**config.mk**
```make
export PLATFORM = sky130hd
export DESIGN_NAME = pc_stack_sequencer_flat
export DESIGN_NICKNAME = d
export VERILOG_FILES = /design/src/rtl/pc_stack_sequencer_if.sv /design/src/rtl/pc_stack_sequencer.sv /design/src/flat_wrapper.sv
export SDC_FILE = /design/constraint.sdc
export NUM_CORES = 1
export LEC_CHECK = 0
export CAP_MARGIN = 15
export CORE_MARGIN = 8
export CORE_UTILIZATION = 34
export CTS_CLUSTER_SIZE = 16
export DETAILED_ROUTE_END_ITERATION = 12
export GPL_TIMING_DRIVEN = 0
export MAX_ROUTING_LAYER = met4
export PLACE_DENSITY = 0.63
export SKIP_CTS_REPAIR_TIMING = 1
export SYNTH_ARGS = -nofsm -noshare
export SYNTH_HDL_FRONTEND = slang
export SYNTH_SLANG_ARGS = --single-unit
```
**constraint.sdc**
```tcl
create_clock -name clk -period 3.07 [get_ports clk]
set_input_delay 0.921 -clock clk [delete_from_list [all_inputs] [get_ports clk]]
set_output_delay 0.921 -clock clk [all_outputs]
set_load 0.01 [all_outputs]
```
**src/rtl/pc_stack_sequencer_if.sv**
```systemverilog
`default_nettype none
// ============================================================================
// Module      : pc_stack_sequencer_if
// Description : Bundles the request inputs, the return-stack bus and the
//               status outputs of pc_stack_sequencer into one interface.
//               slave  - the sequencer side (consumes requests, drives the
//                        stack bus and status).
//               master - the environment side (issues requests, models the
//                        stack's PC output, observes status).
// Ports       : run, br_take, br_target, call_req, call_target, ret_req,
//               stack_pc_data (toward sequencer); pc, stack_data, stack_en,
//               stack_pc_en, stack_valid, busy, depth, ovf_err, unf_err
//               (from sequencer).
// Revision    : 1.0 - initial release
// ============================================================================
interface pc_stack_sequencer_if #(
  parameter int PC_W    = 16,
  parameter int DEPTH_W = 5
);
  logic               run;
  logic               br_take;
  logic [PC_W-1:0]    br_target;
  logic               call_req;
  logic [PC_W-1:0]    call_target;
  logic               ret_req;
  logic [PC_W-1:0]    stack_pc_data;
  logic [PC_W-1:0]    pc;
  logic [PC_W-1:0]    stack_data;
  logic               stack_en;
  logic               stack_pc_en;
  logic               stack_valid;
  logic               busy;
  logic [DEPTH_W-1:0] depth;
  logic               ovf_err;
  logic               unf_err;

  modport slave (
    input  run, br_take, br_target, call_req, call_target, ret_req,
           stack_pc_data,
    output pc, stack_data, stack_en, stack_pc_en, stack_valid, busy, depth,
           ovf_err, unf_err
  );

  modport master (
    output run, br_take, br_target, call_req, call_target, ret_req,
           stack_pc_data,
    input  pc, stack_data, stack_en, stack_pc_en, stack_valid, busy, depth,
           ovf_err, unf_err
  );
endinterface
`default_nettype wire

```
**src/rtl/pc_stack_sequencer.sv**
```systemverilog
`default_nettype none
// ============================================================================
// Module      : pc_stack_sequencer
// Description : Program-counter sequencer in front of a hardware return
//               stack. Advances the PC by increment, branch, CALL (push of
//               the return address) or RET (pop through the stack's PC port
//               and reload). Keeps its own depth count so a CALL into a full
//               stack or a RET from an empty one is refused and flagged
//               instead of being issued.
// Ports       : clk   - system clock, rising edge
//               rst_n - synchronous active-low reset
//               bus   - pc_stack_sequencer_if.slave (requests, stack bus,
//                       status)
// Revision    : 1.0 - initial release
// ============================================================================
module pc_stack_sequencer #(
  parameter int                 PC_W        = 16,
  parameter logic [PC_W-1:0]    RESET_VEC   = 16'h0000,
  parameter int                 STACK_DEPTH = 20,
  parameter int                 DEPTH_W     = 5
) (
  input  wire logic             clk,
  input  wire logic             rst_n,
  pc_stack_sequencer_if.slave   bus
);

  localparam logic [1:0] RUN       = 2'd0;
  localparam logic [1:0] CALL_PUSH = 2'd1;
  localparam logic [1:0] RET_POP   = 2'd2;
  localparam logic [1:0] RET_LOAD  = 2'd3;

  localparam logic [DEPTH_W-1:0] MAX_DEPTH = DEPTH_W'(STACK_DEPTH);

  logic [1:0]         state;
  logic [PC_W-1:0]    pc_q;
  logic [PC_W-1:0]    stack_data_q;
  logic               stack_en_q;
  logic               stack_pc_en_q;
  logic               stack_valid_q;
  logic [DEPTH_W-1:0] depth_q;
  logic               ovf_q;
  logic               unf_q;
  logic [PC_W-1:0]    pc_inc;

  // Incremented PC doubles as the CALL return address; wraps naturally.
  assign pc_inc = pc_q + PC_W'(1);

  always_ff @(posedge clk) begin
    if (!rst_n) begin
      state         <= RUN;
      pc_q          <= RESET_VEC;
      stack_data_q  <= '0;
      stack_en_q    <= 1'b0;
      stack_pc_en_q <= 1'b0;
      stack_valid_q <= 1'b0;
      depth_q       <= '0;
      ovf_q         <= 1'b0;
      unf_q         <= 1'b0;
    end else begin
      case (state)
        RUN: begin
          if (bus.run) begin
            // Fixed priority; losing requests are simply dropped.
            if (bus.ret_req) begin
              if (depth_q != '0) begin
                stack_en_q    <= 1'b0;
                stack_pc_en_q <= 1'b1;
                stack_valid_q <= 1'b1;
                depth_q       <= depth_q - DEPTH_W'(1);
                state         <= RET_POP;
              end else begin
                unf_q <= 1'b1;
                pc_q  <= pc_inc;
              end
            end else if (bus.call_req) begin
              if (depth_q < MAX_DEPTH) begin
                pc_q          <= bus.call_target;
                stack_data_q  <= pc_inc;
                stack_en_q    <= 1'b1;
                stack_pc_en_q <= 1'b0;
                stack_valid_q <= 1'b1;
                depth_q       <= depth_q + DEPTH_W'(1);
                state         <= CALL_PUSH;
              end else begin
                ovf_q <= 1'b1;
                pc_q  <= pc_inc;
              end
            end else if (bus.br_take) begin
              pc_q <= bus.br_target;
            end else begin
              pc_q <= pc_inc;
            end
          end
        end
        CALL_PUSH: begin
          // Stack captures the push on this edge.
          stack_valid_q <= 1'b0;
          state         <= RUN;
        end
        RET_POP: begin
          // Stack registers its PC output on this edge; data is usable next.
          stack_valid_q <= 1'b0;
          state         <= RET_LOAD;
        end
        RET_LOAD: begin
          pc_q          <= bus.stack_pc_data;
          stack_pc_en_q <= 1'b0;
          state         <= RUN;
        end
        default: state <= RUN;
      endcase
    end
  end

  assign bus.pc          = pc_q;
  assign bus.stack_data  = stack_data_q;
  assign bus.stack_en    = stack_en_q;
  assign bus.stack_pc_en = stack_pc_en_q;
  assign bus.stack_valid = stack_valid_q;
  assign bus.busy        = (state != RUN);
  assign bus.depth       = depth_q;
  assign bus.ovf_err     = ovf_q;
  assign bus.unf_err     = unf_q;

endmodule
`default_nettype wire

```
**src/flat_wrapper.sv**
```systemverilog
// flat-port wrapper written by rule: the top's interface ports become plain ports
module pc_stack_sequencer_flat 
#(
  parameter int                 PC_W        = 16,
  parameter logic [PC_W-1:0]    RESET_VEC   = 16'h0000,
  parameter int                 STACK_DEPTH = 20,
  parameter int                 DEPTH_W     = 5
)
  (clk, rst_n, bus_run, bus_br_take, bus_br_target, bus_call_req, bus_call_target, bus_ret_req, bus_stack_pc_data, bus_pc, bus_stack_data, bus_stack_en, bus_stack_pc_en, bus_stack_valid, bus_busy, bus_depth, bus_ovf_err, bus_unf_err);
  pc_stack_sequencer_if #(.PC_W(PC_W), .DEPTH_W(DEPTH_W)) bus_i ();
  input  wire logic clk;
  input  wire logic rst_n;
  input wire logic [$bits(bus_i.run)-1:0] bus_run;
  input wire logic [$bits(bus_i.br_take)-1:0] bus_br_take;
  input wire logic [$bits(bus_i.br_target)-1:0] bus_br_target;
  input wire logic [$bits(bus_i.call_req)-1:0] bus_call_req;
  input wire logic [$bits(bus_i.call_target)-1:0] bus_call_target;
  input wire logic [$bits(bus_i.ret_req)-1:0] bus_ret_req;
  input wire logic [$bits(bus_i.stack_pc_data)-1:0] bus_stack_pc_data;
  output wire logic [$bits(bus_i.pc)-1:0] bus_pc;
  output wire logic [$bits(bus_i.stack_data)-1:0] bus_stack_data;
  output wire logic [$bits(bus_i.stack_en)-1:0] bus_stack_en;
  output wire logic [$bits(bus_i.stack_pc_en)-1:0] bus_stack_pc_en;
  output wire logic [$bits(bus_i.stack_valid)-1:0] bus_stack_valid;
  output wire logic [$bits(bus_i.busy)-1:0] bus_busy;
  output wire logic [$bits(bus_i.depth)-1:0] bus_depth;
  output wire logic [$bits(bus_i.ovf_err)-1:0] bus_ovf_err;
  output wire logic [$bits(bus_i.unf_err)-1:0] bus_unf_err;
  assign bus_i.run = bus_run;
  assign bus_i.br_take = bus_br_take;
  assign bus_i.br_target = bus_br_target;
  assign bus_i.call_req = bus_call_req;
  assign bus_i.call_target = bus_call_target;
  assign bus_i.ret_req = bus_ret_req;
  assign bus_i.stack_pc_data = bus_stack_pc_data;
  assign bus_pc = bus_i.pc;
  assign bus_stack_data = bus_i.stack_data;
  assign bus_stack_en = bus_i.stack_en;
  assign bus_stack_pc_en = bus_i.stack_pc_en;
  assign bus_stack_valid = bus_i.stack_valid;
  assign bus_busy = bus_i.busy;
  assign bus_depth = bus_i.depth;
  assign bus_ovf_err = bus_i.ovf_err;
  assign bus_unf_err = bus_i.unf_err;
  pc_stack_sequencer #(.PC_W(PC_W), .RESET_VEC(RESET_VEC), .STACK_DEPTH(STACK_DEPTH), .DEPTH_W(DEPTH_W)) u_core (.clk(clk), .rst_n(rst_n), .bus(bus_i));
endmodule
```
; After elaboration in Yosys (flattened, before gate mapping)
; Index checks and enable logic that the tools add are counted.
[totals]
regBits = 44
input_bits = 54
out_inout_bits = 43
[op_classes]
add_sub_neg = 3
order_cmp = 1
eq_ne = 9
n_mux = 30
n_bitwise = 3
n_reduce_logical = 17
[ops]
columns = cell, count
row1 = $mux 16, 6
row2 = $pmux 16 s2, 1
row3 = $reduce_and 5->1, 5
row4 = $mux 5, 4
row5 = $add 16x1->16 const B, 1
row6 = $mux 1, 11
row7 = $mux 2, 5
row8 = $reduce_bool 2->1, 5
row9 = $reduce_and 4->1, 2
row10 = $ne 3x2->1 const B, 2
row11 = $ne 3x3->1 const B, 2
row12 = $pmux 2 s3, 1
row13 = $add 5x1->5 const B, 1
row14 = $lt 5x5->1 const B, 1
row15 = $reduce_bool 5->1, 1
row16 = $sub 5x1->5 const B, 1
row17 = $eq 2x2->1 const B, 2
row18 = $pmux 1 s2, 2
row19 = $reduce_or 2->1, 2
row20 = $not 1->1, 3
row21 = $reduce_and 3->1, 1
row22 = $eq 2x1->1 const B, 1
row23 = $logic_not 2->1, 1
row24 = $ne 2x1->1 const B, 1
row25 = $ne 2x2->1 const B, 1

; Longest topological paths before layout
; Gate-level depths: netlist of run 1.
[logic_depth]
depth_word = 6
depth_mapped = 9
depth_no_buf = 7

; Worst setup path after synthesis of run 1
; No wires, ideal clock.
[synth_path]
path_kind = in2reg
from = in bus_call_req
to = reg u_core.pc_q[15], in the netlist u_core.bus.pc[15]
setup_time_ps = 123
t_arrival_ps = 2024
required_ps = 2947
path_slack_ps = 922
cell_stages = 7
path_cell_list = buf_2 > buf_2 > inv_1 > o32ai_1 > nand3_1 > a41oi_1 > a21oi_1
[synth_via]
elab_chain_len = 4
[synth_lines]
columns = item, line_no
row1 = "start, declared", flat_wrapper.sv:16  ; input wire logic [$bits(bus_i.call_req)-1:0] bus_call_req;
row2 = $mux 16, pc_stack_sequencer.sv:75  ; end else if (bus.call_req) begin
row3 = $mux 16, pc_stack_sequencer.sv:64  ; if (bus.ret_req) begin
row4 = $mux 16, pc_stack_sequencer.sv:62  ; if (bus.run) begin
row5 = $pmux 16 s2, pc_stack_sequencer.sv:60  ; case (state)
row6 = "end signal, assigned", pc_stack_sequencer.sv:73  ; pc_q <= pc_inc;
row7 = "end signal, assigned", pc_stack_sequencer.sv:77  ; pc_q <= bus.call_target;
row8 = "end signal, assigned", pc_stack_sequencer.sv:86  ; pc_q <= pc_inc;
row9 = "end, declared", pc_stack_sequencer.sv:35  ; logic [PC_W-1:0] pc_q;
; No other way between the ends. The select of a mux whose other input is x is not followed.
; A chain may end at the register's enable or synchronous reset.

; Worst setup path after layout of run 1
[layout_path]
from = in bus_ret_req
to = reg u_core.stack_data_q[5], in the netlist u_core.bus.stack_data[5]
[layout_via]
elab_chain_len = 2
[layout_lines]
columns = item, line_no
row1 = "start, declared", flat_wrapper.sv:18  ; input wire logic [$bits(bus_i.ret_req)-1:0] bus_ret_req;
row2 = $not 1->1 (no line), --
row3 = $reduce_and 5->1 (no line), --
row4 = "end signal, assigned", pc_stack_sequencer.sv:78  ; stack_data_q <= pc_inc;
row5 = "end, declared", pc_stack_sequencer.sv:36  ; logic [PC_W-1:0] stack_data_q;
; No other way between the ends.

==> flow_summary_export.csv, run 1 <==
group,metric,value,unit
clocking,cts_buffers,5,
synthesis,synth.distinct_cells,56,
critical_path,arrival,3.05,ns
critical_path,path_cells,"clkdlybuf4s50_1 > inv_2 > nand3_2 > nor2_4 > clkbuf_1 > a211oi_1",
global_routing,antenna_found_initial,0,
sta,fin_ws,0.179,ns
floorplanning,die_h,104,µm
synthesis,ys.flop_type,"dfxtp_1",
floorplanning,die_w,104,µm
final_layout,nNetsFinal,478,
critical_path,cp_num_buf_inv,3,
clocking,tritoncts,"yes",
sta,rsz0062_at_grt,"no",
detailed_routing,vias,2792,
floorplanning,dieArea,10800,µm²
detailed_routing,viasPerCell,5.40,
synthesis,synth-warning-count,0,
synthesis,async_flop_share,0,
detailed_routing,finalWirelength,9.47,mm
floorplanning,pin_count,97,
synthesis,postSynthAreaPerCell,8.37,µm²
detailed_routing,firstDrtPassIters,5,
power_and_ir_drop,ir_drop,276,µV
synthesis,synth-edff-count,0,
sta,slew_headroom,0.532,
floorplanning,initial_core_util,0.344,
critical_path,cp_max_fo,10,
detailed_routing,post_drt_wl_per_cell,18.3,µm
global_routing,grt_pass1_vias,2796,
sta,period_needed,2.89,ns
synthesis,synthesis.nets,376,
global_routing,grt_pass1_wl,15.0,mm
detailed_routing,ant_nets,0,
floorplanning,num_rows,32,
final_layout,layout-drive-gt1-share,0.0651,
synthesis,synth-seq-cells,44,
final_layout,syn2layout_area_growth,44.1,%
sta,period_share,0.942,
synthesis,netlist_top_cells_area,"dfxtp_1 34%, a211oi_1 4.6%, nor2_1 4.4%",
synthesis,synth_commonest_cells,"44 x dfxtp_1, 31 x nor2_1, 20 x nand2_1, 18 x a21oi_1, 16 x a211oi_1",
final_layout,n_fill_cell,783,
critical_path,worstSetupPathType,"primary input to flip-flop",
critical_path,critPathMaxStageDelay,0.63,ns
synthesis,synthesis.area,2620,µm²
clocking,cts_max_level,2,
synthesis,seq_area_frac_synth,0.336,
placed_design,place_congestion,0.879,
synthesis,synth_top_area_cell,"dfxtp_1",
clocking,cts_sinks,44,
power_and_ir_drop,p_leak,1.36,nW
sta,final-setup-viol-count,0,
final_layout,seq_area,881,µm²
synthesis,synth_top_cell_area_share,0.336,
placed_design,dp.cells,510,
outcome,status,"finished, final reports clean",
sta,fmax,346,MHz
floorplanning,coreArea,7610,µm²
critical_path,cp-start-kind,"primary input",
global_routing,grt-ovfl-total,0,
power_and_ir_drop,power_density,701,nW/µm²
critical_path,critPathSlowestCell,"clkdlybuf4s50_1",
final_layout,multiInputGateArea,1600,µm²
global_routing,grt_usage,0.173,
clocking,clkTransAtPathRegs,0.09,ns
synthesis,post-synth-top-count-cell,"dfxtp_1",
critical_path,crit_family,"buffers and inverters",
clocking,cts_root_buf,"clkbuf_8",
final_layout,fin_cells,517,
placed_design,place_hpwl,7.30,mm
final_layout,insertedDiodeCount,0,
worst_hold_path,hold_path_class,"flip-flop to flip-flop",
sta,worst_slew_pin_slew,0.698,ns
run,drv_cap,0,
synthesis,synthCells,313,
placed_design,dp_slack,-0.114,ns
global_routing,grt_max_degree,13,
critical_path,end_kind,"flip-flop",
clocking,cts_buffer_depth,2,
placed_design,port_buffers,95,
sta,maxSlewViolCount,0,
sta,finalHoldViolations,0,
clocking,insertion_delay,0.30,ns
critical_path,crit_required,3.23,ns
detailed_routing,drc,0,
sta,fin_skew,0.0107,ns
detailed_routing,drt-initial-drc-count,145,
-- placed cells by master (no fill, tap or decap), types with 5 or more instances in the layout --
master | Yosys | routed
nor2b_1 | 5 | 5
xnor2_1 | 11 | 11
a211oi_1 | 16 | 16
nand3_1 | 8 | 8
mux2i_1 | 11 | 11
clkdlybuf4s50_1 | 0 | 95
nand2b_1 | 5 | 5
ha_1 | 8 | 8
o21ai_1 | 7 | 7
xor2_1 | 6 | 6
clkbuf_1 | 9 | 10
o21ai_0 | 15 | 15
a21oi_1 | 18 | 18
buf_2 | 6 | 6
inv_1 | 15 | 15
nor2_1 | 31 | 31
dfxtp_1 | 44 | 44
o22ai_1 | 5 | 5
clkbuf_8 | 0 | 5
nor4_1 | 5 | 5
a31oi_1 | 9 | 9
nand2_1 | 20 | 20
-- area by class of cell --
type,instances,share of cell area
clock inverter,1,0.00133
inverter,17,0.0169
multi-input combinational,236,0.424
clock buffer,6,0.0192
buffer,16,0.0199
tap,102,0.0338
timing repair buffer,95,0.252
sequential,44,0.233
-- final timing paths --
check,from,end,slack (ns),depth (start not counted)
worst min-delay path,u_core.bus.unf_err$_SDFFE_PN0P_,u_core.bus.unf_err$_SDFFE_PN0P_,0.48,2
worst max register to register,u_core.bus.pc[0]$_SDFFE_PN0P_,u_core.bus.pc[14]$_SDFFE_PN0P_,0.88,6
worst min register to register,u_core.bus.unf_err$_SDFFE_PN0P_,u_core.bus.unf_err$_SDFFE_PN0P_,0.48,2
worst max-delay path,bus_ret_req,u_core.bus.stack_data[5]$_SDFFE_PN0P_,0.18,6
-- logic make-up after synthesis --
family	share of synthesized area
xor gates and xnor gates	0.0568
adders and majority gates	0.0458
buffers and inverters	0.0530
AOI/OAI and AO/OA	0.267
and+or+nand+nor	0.195
muxes	0.0463
DFF	0.336
-- per-stage QoR --
step / utilization / instance area [µm²] / hold WS (ns) / power [W] / setup TNS (ns)
5_1_grt: 0.496 / 3780 / 0.519 / 0.00281 / 0
4_1_cts: 0.496 / 3780 / 0.487 / 0.00264 / 0
2_1_floorplan: - / 2620 / 0.494 / 0.00169 / 0
3_5_place_dp: 0.486 / 3700 / 0.461 / 0.00229 / -0.935
3_3_place_gp: 0.486 / 3700 / 0.456 / 0.00227 / -0.440
6_report: 0.496 / 3780 / 0.481 / 0.00265 / 0
-- worst register-to-register path, stage by stage, from the launching register on --
cell	delay, ns
dfxtp_1	0.46
ha_1	0.26
nand4_1	0.31
nor4_2	0.40
xnor2_1	0.22
nor4_1	0.09
o311a_1	0.35
-- layer usage --
layer  global-route usage  vias to the layer above  part of all wire
li1                     -                     1360                 -
met1                0.219                     1320              0.47
met2                0.282                      105              0.48
met3               0.0310                        7             0.049
met4               0.0383                        0            0.0099
met5                    -                        -                 0
-- registers in the layout (all words and copies together), names as in the netlist --
signal and flops:
u_core.state 2, u_core.bus.stack_pc_en 1, u_core.bus.ovf_err 1, u_core.bus.stack_en 1
u_core.bus.unf_err 1, u_core.bus.pc 16, u_core.bus.depth 5, u_core.bus.stack_data 16
u_core.bus.stack_valid 1
-- power by group --
group,switching (W),total (W),internal [W]
Clock,0.000202,0.000357,0.000155
Combinational,0.000697,0.00138,0.000680
Sequential,0.000193,0.000913,0.000721
Note: power is estimated with default switching activity, not from simulation.
==> inputs of run 2 (changes only) <==
--- a/config.mk
+++ b/config.mk
@@ -5,6 +5,7 @@
 export SDC_FILE = /design/constraint.sdc
 export NUM_CORES = 1
 export LEC_CHECK = 0
+export ABC_CLOCK_PERIOD_IN_PS = 3070
 export CAP_MARGIN = 15
 export CORE_MARGIN = 8
 export CORE_UTILIZATION = 34
==> results of run 2 <==
Same layout as run 1: the final DEF is identical, and so are final timing and power.
==> inputs of run 3 (changes only) <==
--- a/config.mk
+++ b/config.mk
@@ -6,14 +6,14 @@
 export NUM_CORES = 1
 export LEC_CHECK = 0
 export ABC_CLOCK_PERIOD_IN_PS = 3070
-export CAP_MARGIN = 15
+export CAP_MARGIN = 20
 export CORE_MARGIN = 8
 export CORE_UTILIZATION = 34
-export CTS_CLUSTER_SIZE = 16
+export CTS_CLUSTER_SIZE = 12
 export DETAILED_ROUTE_END_ITERATION = 12
 export GPL_TIMING_DRIVEN = 0
 export MAX_ROUTING_LAYER = met4
-export PLACE_DENSITY = 0.63
+export PLACE_DENSITY = 0.74
 export SKIP_CTS_REPAIR_TIMING = 1
 export SYNTH_ARGS = -nofsm -noshare
 export SYNTH_HDL_FRONTEND = slang
==> run 3 against run 2 <==
  * Wire length up 0.32%
  * Final area up 0.50%
  * Register-to-register slack about the same
  * Maximum frequency up 0.49%
  * Critical path depth unchanged
  * Cell count unchanged
  * Worst setup slack better by 0.014 ns
==> flow_summary_export.csv, run 3 (synthesized netlist as in run 1, its figures left out) <==
group,metric,value,unit
sta,period_share,0.937,
worst_hold_path,hold_path_class,"flip-flop to flip-flop",
sta,hold_ws,0.475,ns
final_layout,syn2layout_area_growth,44.8,%
sta,fmax,348,MHz
clocking,cts_max_level,2,
sta,final-setup-viol-count,0,
global_routing,grt_pass1_wl,15.2,mm
detailed_routing,drt-initial-drc-count,220,
critical_path,rr_endpoint,"u_core.bus.pc[14]$_SDFFE_PN0P_",
clocking,cts_buffers,5,
critical_path,r2r_cells,6,
critical_path,cp_max_fo,10,
critical_path,critPathSlowestCell,"clkdlybuf4s50_1",
critical_path,path_cells,"clkdlybuf4s50_1 > inv_2 > nand3_2 > nor2_4 > clkbuf_1 > a211oi_1",
power_and_ir_drop,power_density,710,nW/µm²
global_routing,met2_usage,0.288,
critical_path,critPathMaxStageDelay,0.61,ns
sta,worst_slew_pin_slew,0.650,ns
placed_design,port_buffers,95,
clocking,cts_buffer_depth,2,
floorplanning,die_h,104,µm
global_routing,busiest_layer,"met2",
global_routing,met3_usage,0.0341,
floorplanning,coreArea,7610,µm²
final_layout,final_common_cell,"clkdlybuf4s50_1",
worst_hold_path,whs_endpoint,"u_core.bus.stack_pc_en$_SDFFE_PN0P_",
detailed_routing,viasPerCell,5.46,
sta,maxSlewViolCount,0,
detailed_routing,post_drt_wl_per_cell,18.4,µm
sta,period_needed,2.88,ns
run,drv_cap,0,
clocking,tritoncts,"yes",
sta,fin_setup_tns,0,ns
sta,finalHoldViolations,0,
sta,rsz0062_at_grt,"no",
global_routing,antenna_found_initial,0,
global_routing,gr-usage-met1,0.215,
final_layout,final_cell_mix,"95 x clkdlybuf4s50_1, 44 x dfxtp_1, 31 x nor2_1",
global_routing,grt_max_degree,13,
floorplanning,die_w,104,µm
clocking,clkTransAtPathRegs,0.08,ns
sta,fin_skew,0.00337,ns
global_routing,grt_usage,0.176,
critical_path,end_kind,"flip-flop",
global_routing,grt-ovfl-total,0,
power_and_ir_drop,p_leak,1.37,nW
final_layout,layout-drive-gt1-share,0.0675,
outcome,status,"finished, final reports clean",
critical_path,cp-start-kind,"primary input",
detailed_routing,firstDrtPassIters,6,
placed_design,place_congestion,0.875,
critical_path,worstReg2RegStart,"u_core.bus.pc[0]$_SDFFE_PN0P_",
clocking,cts_sinks,44,
detailed_routing,drc,0,
placed_design,place_hpwl,7.45,mm
critical_path,crit_required,3.23,ns
detailed_routing,finalWirelength,9.50,mm
final_layout,nNetsFinal,478,
floorplanning,pin_count,97,
critical_path,worstSetupPathType,"primary input to flip-flop",
floorplanning,dieArea,10800,µm²
detailed_routing,ant_nets,0,
floorplanning,initial_core_util,0.344,
floorplanning,num_rows,32,
critical_path,arrival,3.03,ns
worst_hold_path,whs_path_depth,2,
final_layout,insertedDiodeCount,0,
global_routing,grt_pass1_vias,2881,
sta,slew_headroom,0.564,
clocking,insertion_delay,0.29,ns
critical_path,rrSetupSlack,0.88,ns
clocking,cts_root_buf,"clkbuf_8",
detailed_routing,vias,2824,
worst_hold_path,hold_start,"u_core.bus.stack_pc_en$_SDFFE_PN0P_",
power_and_ir_drop,ir_drop,275,µV
-- run 3: stage by stage --
stage | worst slack [ns] | total power (W) | area, µm² | util | std cells
after floorplan | 0.922 | 0.00169 | 2620 | - | 313
after global placement | -0.0364 | 0.00225 | 3700 | 0.486 | 510
after detailed placement | -0.121 | 0.00230 | 3700 | 0.486 | 510
after CTS | 0.214 | 0.00269 | 3790 | 0.499 | 517
after global routing | 0.0358 | 0.00287 | 3790 | 0.499 | 517
final | 0.193 | 0.00269 | 3790 | 0.499 | 517
-- run 3: area by class of cell --
type	instances	area [µm²]
Fill cell	768	3810
Multi-Input combinational cell	236	1600
Timing Repair Buffer	95	951
Sequential cell	44	881
Tap cell	102	128
Clock buffer	7	96.3
Buffer	16	75.1
Inverter	17	63.8
-- run 3: worst max-delay path: cells and delay by family --
| kind | cells | cell delay [ns] |
|---|---|---|
| buf+inv | 3 | 1.26 |
| compound gates | 1 | 0.15 |
| simple gates | 2 | 0.68 |
-- run 3: worst max path at each step --
stage / startpoint / endpoint / slack, ns / cells past startpoint
finish: bus_ret_req / u_core.bus.stack_data[14]$_SDFFE_PN0P_ / 0.19 / 6
global route: bus_ret_req / u_core.bus.stack_data[4]$_SDFFE_PN0P_ / 0.04 / 7
CTS: bus_ret_req / u_core.bus.stack_data[14]$_SDFFE_PN0P_ / 0.21 / 6
detailed placement: bus_ret_req / u_core.bus.stack_data[14]$_SDFFE_PN0P_ / -0.12 / 6
global placement: bus_ret_req / u_core.bus.stack_data[4]$_SDFFE_PN0P_ / -0.04 / 6
floorplan: bus_call_req / u_core.bus.pc[15]$_SDFFE_PN0P_ / 0.92 / 7
-- run 3: metal layers --
| layer | share of wire | routed length [µm] | vias to the layer above |
|---|---|---|---|
| li1 | - | - | 1362 |
| met1 | 0.44 | 4190 | 1334 |
| met2 | 0.48 | 4540 | 111 |
| met3 | 0.059 | 560 | 17 |
| met4 | 0.021 | 204 | 0 |
| met5 | 0 | 0 | - |
-- run 3: where the power goes --
group / internal (W) / total [W] / switching [W] / leakage, nW
combinational: 0.000680 / 0.00138 / 0.000701 / 0.956
clock: 0.000201 / 0.000400 / 0.000199 / 0.0503
sequential: 0.000721 / 0.000914 / 0.000193 / 0.360
total: 0.00160 / 0.00269 / 0.00109 / 1.37
==> RTL edit 1: new RTL, flow settings as in run 1 <==
`DEPTH_W` is set to 5 in 3 places; all go to 10.
--- a/src/rtl/pc_stack_sequencer_if.sv
+++ b/src/rtl/pc_stack_sequencer_if.sv
@@ -15,7 +15,7 @@
 // ============================================================================
 interface pc_stack_sequencer_if #(
   parameter int PC_W    = 16,
-  parameter int DEPTH_W = 5
+  parameter int DEPTH_W = 10
 );
   logic               run;
   logic               br_take;
--- a/src/rtl/pc_stack_sequencer.sv
+++ b/src/rtl/pc_stack_sequencer.sv
@@ -17,7 +17,7 @@
   parameter int                 PC_W        = 16,
   parameter logic [PC_W-1:0]    RESET_VEC   = 16'h0000,
   parameter int                 STACK_DEPTH = 20,
-  parameter int                 DEPTH_W     = 5
+  parameter int                 DEPTH_W     = 10
 ) (
   input  wire logic             clk,
   input  wire logic             rst_n,
--- a/src/flat_wrapper.sv
+++ b/src/flat_wrapper.sv
@@ -4,7 +4,7 @@
   parameter int                 PC_W        = 16,
   parameter logic [PC_W-1:0]    RESET_VEC   = 16'h0000,
   parameter int                 STACK_DEPTH = 20,
-  parameter int                 DEPTH_W     = 5
+  parameter int                 DEPTH_W     = 10
 )
   (clk, rst_n, bus_run, bus_br_take, bus_br_target, bus_call_req, bus_call_target, bus_ret_req, bus_stack_pc_data, bus_pc, bus_stack_data, bus_stack_en, bus_stack_pc_en, bus_stack_valid, bus_busy, bus_depth, bus_ovf_err, bus_unf_err);
   pc_stack_sequencer_if #(.PC_W(PC_W), .DEPTH_W(DEPTH_W)) bus_i ();
Ports: changed (resized bus_depth); port bits go from 97 to 102. No check against the original RTL was run, so the function may have changed too.
==> RTL edit 1 against run 1 <==
Clock power rose by 20%. Worst setup slack got worse by 0.028 ns. Synthesized cell count increased by 20%. Design area grew 17%. Total power rose by 49%. Register-to-register slack got worse by 0.47 ns. Routed wire length is 18% higher. Via count up 16%. Synthesized area up 20%. Sequential cell count grew 5. Global-route usage up 0.42 points. Critical endpoint is now u_core.bus.pc[2].
==> RTL edit 1: results (changes against run 1) <==
| Metric | Value |
|---|---|
| Slowest CP cell | clkdlybuf4s50_1 |
| N_diodes | 0 (unchanged) |
| Crit-path max cell delay | 0.66 ns (+0.03 ns) |
| Cell Area, Placed | 0.00428 mm^2 (+16%) |
| FP Rows | 35 (+9.4%) |
| Clock skew | 0.00612 ns (-0.00461 ns) |
| Mapped Cells | 376 (+20%) |
| Via count | 3,233 (+16%) |
| Worst slack at placement | -0.767 ns (-0.652 ns) |
| Hold Path Stages | 1 (-1) |
| 1st-iter DRT viols | 135 (-6.9%) |
| Status | finished clean |
| Adder-cell share of the synthesized area | 5.79% (+1.2 points) |
| Max-slew violation total from the final report | 0 (unchanged) |
| Fin nets | 550 (+15%) |
| Total Routed Length | 11.2 mm (+18%) |
| Async S/R FF share, synth | 0% (unchanged) |
| Reg clk slew, reported paths | 0.10 ns |
| Max VDD drop | 370 uV (+34%) |
| Reg-to-reg startpoint | u_core.bus.depth[6] |
| Cell variety after synth | 53 (-5.4%) |
| Global-route usage over all layers | 17.8% (+0.42 points) |
| Clock buffer depth | 2 (unchanged) |
| Measured slew at the worst slew-check pin | 0.756 ns (+0.0582 ns) |
| Dpl cells | 586 (+15%) |
| Port Buffers | 99 (+4.2%) |
| Multiplexer share of the synthesized area | 5.39% (+0.76 points) |
| DR WL/cell | 18.8 um (+2.8%) |
| Synth Area in XOR/XNOR | 6.39% (+0.70 points) |
| Seq/Total Area, Yosys | 31.1% (-2.5 points) |
| Hold Crit Class | flip-flop to flip-flop |
| Mapped Nets | 444 (+18%) |
| Top cells by area, synth | dfxtp_1 (31%), mux2i_1 (5.4%), xnor2_1 (5.3%) |
| Share of layout cells above drive strength 1 | 5.18% (-1.3 points) |
| Post-synthesis compound-gate area fraction | 26.7% (-0.039 points) |
| Clk Latency, worst-skew pair | roughly 0.31 ns |
| Largest net degree at the start of global routing | 19 (+6) |
| Dpl hpwl | 8.82 mm (+21%) |
| Synth cell count leaders | dfxtp_1 (49), a21oi_1 (31), nand2_1 (28) |
| Arrival time of the worst setup path | 3.17 ns (+0.12 ns) |
| Pleak | 1.68 nW (+24%) |
| Worst Setup SP | bus_call_req |
| Layout filler cell count | 898 (+15%) |
| GPL Wtd Cong | 0.956 (+8.7%) |
| Number of global-route vias before repair | 3,277 (+17%) |
| First-pass GRT wire length | 17.3 mm (+15%) |
| Total CTS buffers | 5 (unchanged) |
## RTL edit 1: cell families (layout without fill, tap and decap cells)
family / count (synthesis) / count (layout)
AND/OR/NAND/NOR: 119 / 119
buffers and inverters: 33 / 140
flip-flops: 49 / 49
multiplexers: 17 / 17
XOR/XNOR: 23 / 23
AO/OA/AOI/OAI: 121 / 121
adder cells (fa/ha/maj): 14 / 14
## RTL edit 1: metal layers
metal	share of wire, %	vias to the layer above	GRT usage, %
met5	0	-	-
met4	2.0	0	6.47
met3	6.1	16	4.94
met2	46	119	28.1
met1	46	1500	21.2
li1	-	1598	-
## RTL edit 1: worst paths after layout
kind                                                  to  slack [ns]
worst max-delay path                    u_core.bus.pc[2]        0.15
worst min-delay path                  u_core.bus.unf_err        0.48
worst max register to register  u_core.bus.stack_data[5]        0.41
worst min register to register        u_core.bus.unf_err        0.48
## RTL edit 1: layout make-up
class / instances / area, um^2 / share of cell area [%]
Clock inverter: 3 / 28.8 / 0.651
Timing Repair Buffer: 99 / 993 / 22.5
Sequential cell: 49 / 981 / 22.2
Buffer: 22 / 101 / 2.29
Clock buffer: 5 / 68.8 / 1.56
Multi-Input combinational cell: 294 / 2070 / 46.8
Tap cell: 111 / 139 / 3.14
Inverter: 11 / 41.3 / 0.934
## RTL edit 1: power breakdown
part           total (W)  leakage (nW)  switching (W)  internal (W)
clock           0.000428        0.0506       0.000256      0.000171
combinational    0.00244          1.23        0.00128       0.00115
sequential       0.00108         0.401       0.000248      0.000834
total            0.00395          1.68        0.00179       0.00216
## RTL edit 1: worst max-delay path: cells and delay by family
family | cells | cell delay (ns)
buffers and inverters | 2 | 0.98
and+or+nand+nor | 1 | 0.29
AOI/OAI and AO/OA | 4 | 0.97
==> RTL edit 2: new RTL, config.mk and constraints of run 1 <==
Made on the original files. Reset style: asynchronous (`rst_n`), changed in one clocked block. Comments in the files are not updated.
--- a/src/rtl/pc_stack_sequencer.sv
+++ b/src/rtl/pc_stack_sequencer.sv
@@ -45,7 +45,7 @@
   // Incremented PC doubles as the CALL return address; wraps naturally.
   assign pc_inc = pc_q + PC_W'(1);
 
-  always_ff @(posedge clk) begin
+  always_ff @(posedge clk or negedge rst_n) begin
     if (!rst_n) begin
       state         <= RUN;
       pc_q          <= RESET_VEC;
Behaviour: differs if rst_n is asserted again (counterexample within 4 cycles, from zero or initial values and one cycle with rst_n low); with rst_n held inactive, the same outputs for 4 cycles.
==> RTL edit 2 against run 1 <==
Sequential cell count did not move. Combinational power increased by 72%. Worst setup slack better by 0.015 ns. Synthesized area is 5.3% higher. Routed wire length increased by 4.0%. Fmax is 0.53% higher. Design area increased by 4.9%. Total power up 49%. Via count up 0.11%. Critical path type unchanged. Critical endpoint is now u_core.bus.stack_data[14]. Largest cell class unchanged.
==> RTL edit 2: results (changes against run 1) <==
| Metric | Value |
|---|---|
| Share of layout cells above drive strength 1 | 7.75% (+1.2 points) |
| Adder-cell share of the synthesized area | 4.35% (-0.23 points) |
| Crit-path max cell delay | 0.60 ns (-0.03 ns) |
| Async S/R FF share, synth | 100% (+100 points) |
| 1st-iter DRT viols | 160 (+10%) |
| WP data required | 3.23 ns (about the same) |
| Hold path start | u_core.bus.stack_data[4] |
| Cell variety after synth | 57 (+1.8%) |
| P_int | 0.00227 W (+46%) |
| Clock skew | 0.00896 ns (-0.00177 ns) |
| Clk power | 0.000405 W (+13%) |
| Multiplexer share of the synthesized area | 2.36% (-2.3 points) |
| Clk Latency, worst-skew pair | 0.30 ns (about the same) |
| Initial antenna violation count | 0 (unchanged) |
| Worst Setup SP | bus_ret_req |
| GPL Wtd Cong | 0.882 (+0.30%) |
| Htree depth | 2 (unchanged) |
| Number of global-route vias before repair | 2,821 (+0.89%) |
| N_diodes | 0 (unchanged) |
| Top cells by area, synth | dfrtp_1 (40%), nand2_1 (6.8%), o21ai_0 (5.1%) |
| Fin nets | 476 (-0.42%) |
| Synthesized area per cell | 8.93 um^2 (+6.7%) |
| Worst slack at placement | -0.104 ns (+0.0106 ns) |
| Reg clk slew, reported paths | 0.08 ns |
| Pleak | 1.65 nW (+22%) |
| Clock buffer depth | 2 (unchanged) |
| Via density | 5.40 (about the same) |
| DR WL/cell | 19.0 um (+3.8%) |
| Global-route usage over all layers | 17.9% (+0.53 points) |
| Most common flop cell mapped by yosys | dfrtp_1 |
| Status | finished clean |
| Total CTS buffers | 5 (unchanged) |
| CP max FO | 10 (unchanged) |
| Seq/Total Area, Yosys | 39.9% (+6.3 points) |
| Sw power | 0.00169 W (+55%) |
| Pre-antenna DRT Iters | 5 (unchanged) |
| Mapped Nets | 372 (-1.1%) |
| Total Routed Length | 9.85 mm (+4.0%) |
| Hold Crit Class | flip-flop to flip-flop |
| Layout filler cell count | 798 (+1.9%) |
| Slowest CP cell | clkdlybuf4s50_1 |
| Max VDD drop | 380 uV (+38%) |
| Post-synthesis compound-gate area fraction | 23.0% (-3.7 points) |
| Combinational power | 0.00238 W (+72%) |
| Cell Area, Placed | 0.00387 mm^2 (+4.5%) |
| Dpl hpwl | 7.50 mm (+2.8%) |
| Largest net degree at the start of global routing | 30 (+17) |
| Cell family with most CP delay | simple AND/OR/NAND/NOR gates |
| Synth cell count leaders | nand2_1 (50), dfrtp_1 (44), o21ai_0 (28) |
| Synth Area in XOR/XNOR | 6.03% (+0.35 points) |
| Clk root buf | clkbuf_8 |
| First-pass GRT wire length | 15.4 mm (+2.9%) |
| Reg-to-reg startpoint | u_core.state[1] |
| Port Buffers | 96 (+1.1%) |
| Synth Warn # | 0 (unchanged) |
| Dpl cells | 511 (+0.20%) |
| Measured slew at the worst slew-check pin | 0.591 ns (-0.107 ns) |
RTL edit 2: area by class of cell:
type	instances	area (um^2)	area share, %
multi-input combinational	241	1510	38.1
sequential	44	1100	27.8
timing repair buffer	97	976	24.6
tap	105	131	3.32
buffer	16	119	3.00
clock buffer	7	96.3	2.43
inverter	8	30.0	0.758
RTL edit 2: final timing paths:
kind | slack (ns) | to | depth (start not counted)
max | 0.19 | u_core.bus.stack_data[14] | 7
min | 0.48 | u_core.bus.stack_data[4] | 2
max reg2reg | 0.88 | u_core.bus.pc[11] | 10
min reg2reg | 0.48 | u_core.bus.stack_data[4] | 2
max in group asynchronous | 2.04 | u_core.bus.pc[14] | 2
min in group asynchronous | 0.54 | u_core.bus.stack_data[10] | 1
RTL edit 2: metal layers:
metal	up-vias	track usage, %	wire (um)
met2	103	29.4	4880
met1	1367	21.5	4260
met4	0	5.23	106
met5	-	-	0
li1	1314	-	-
met3	11	3.87	598
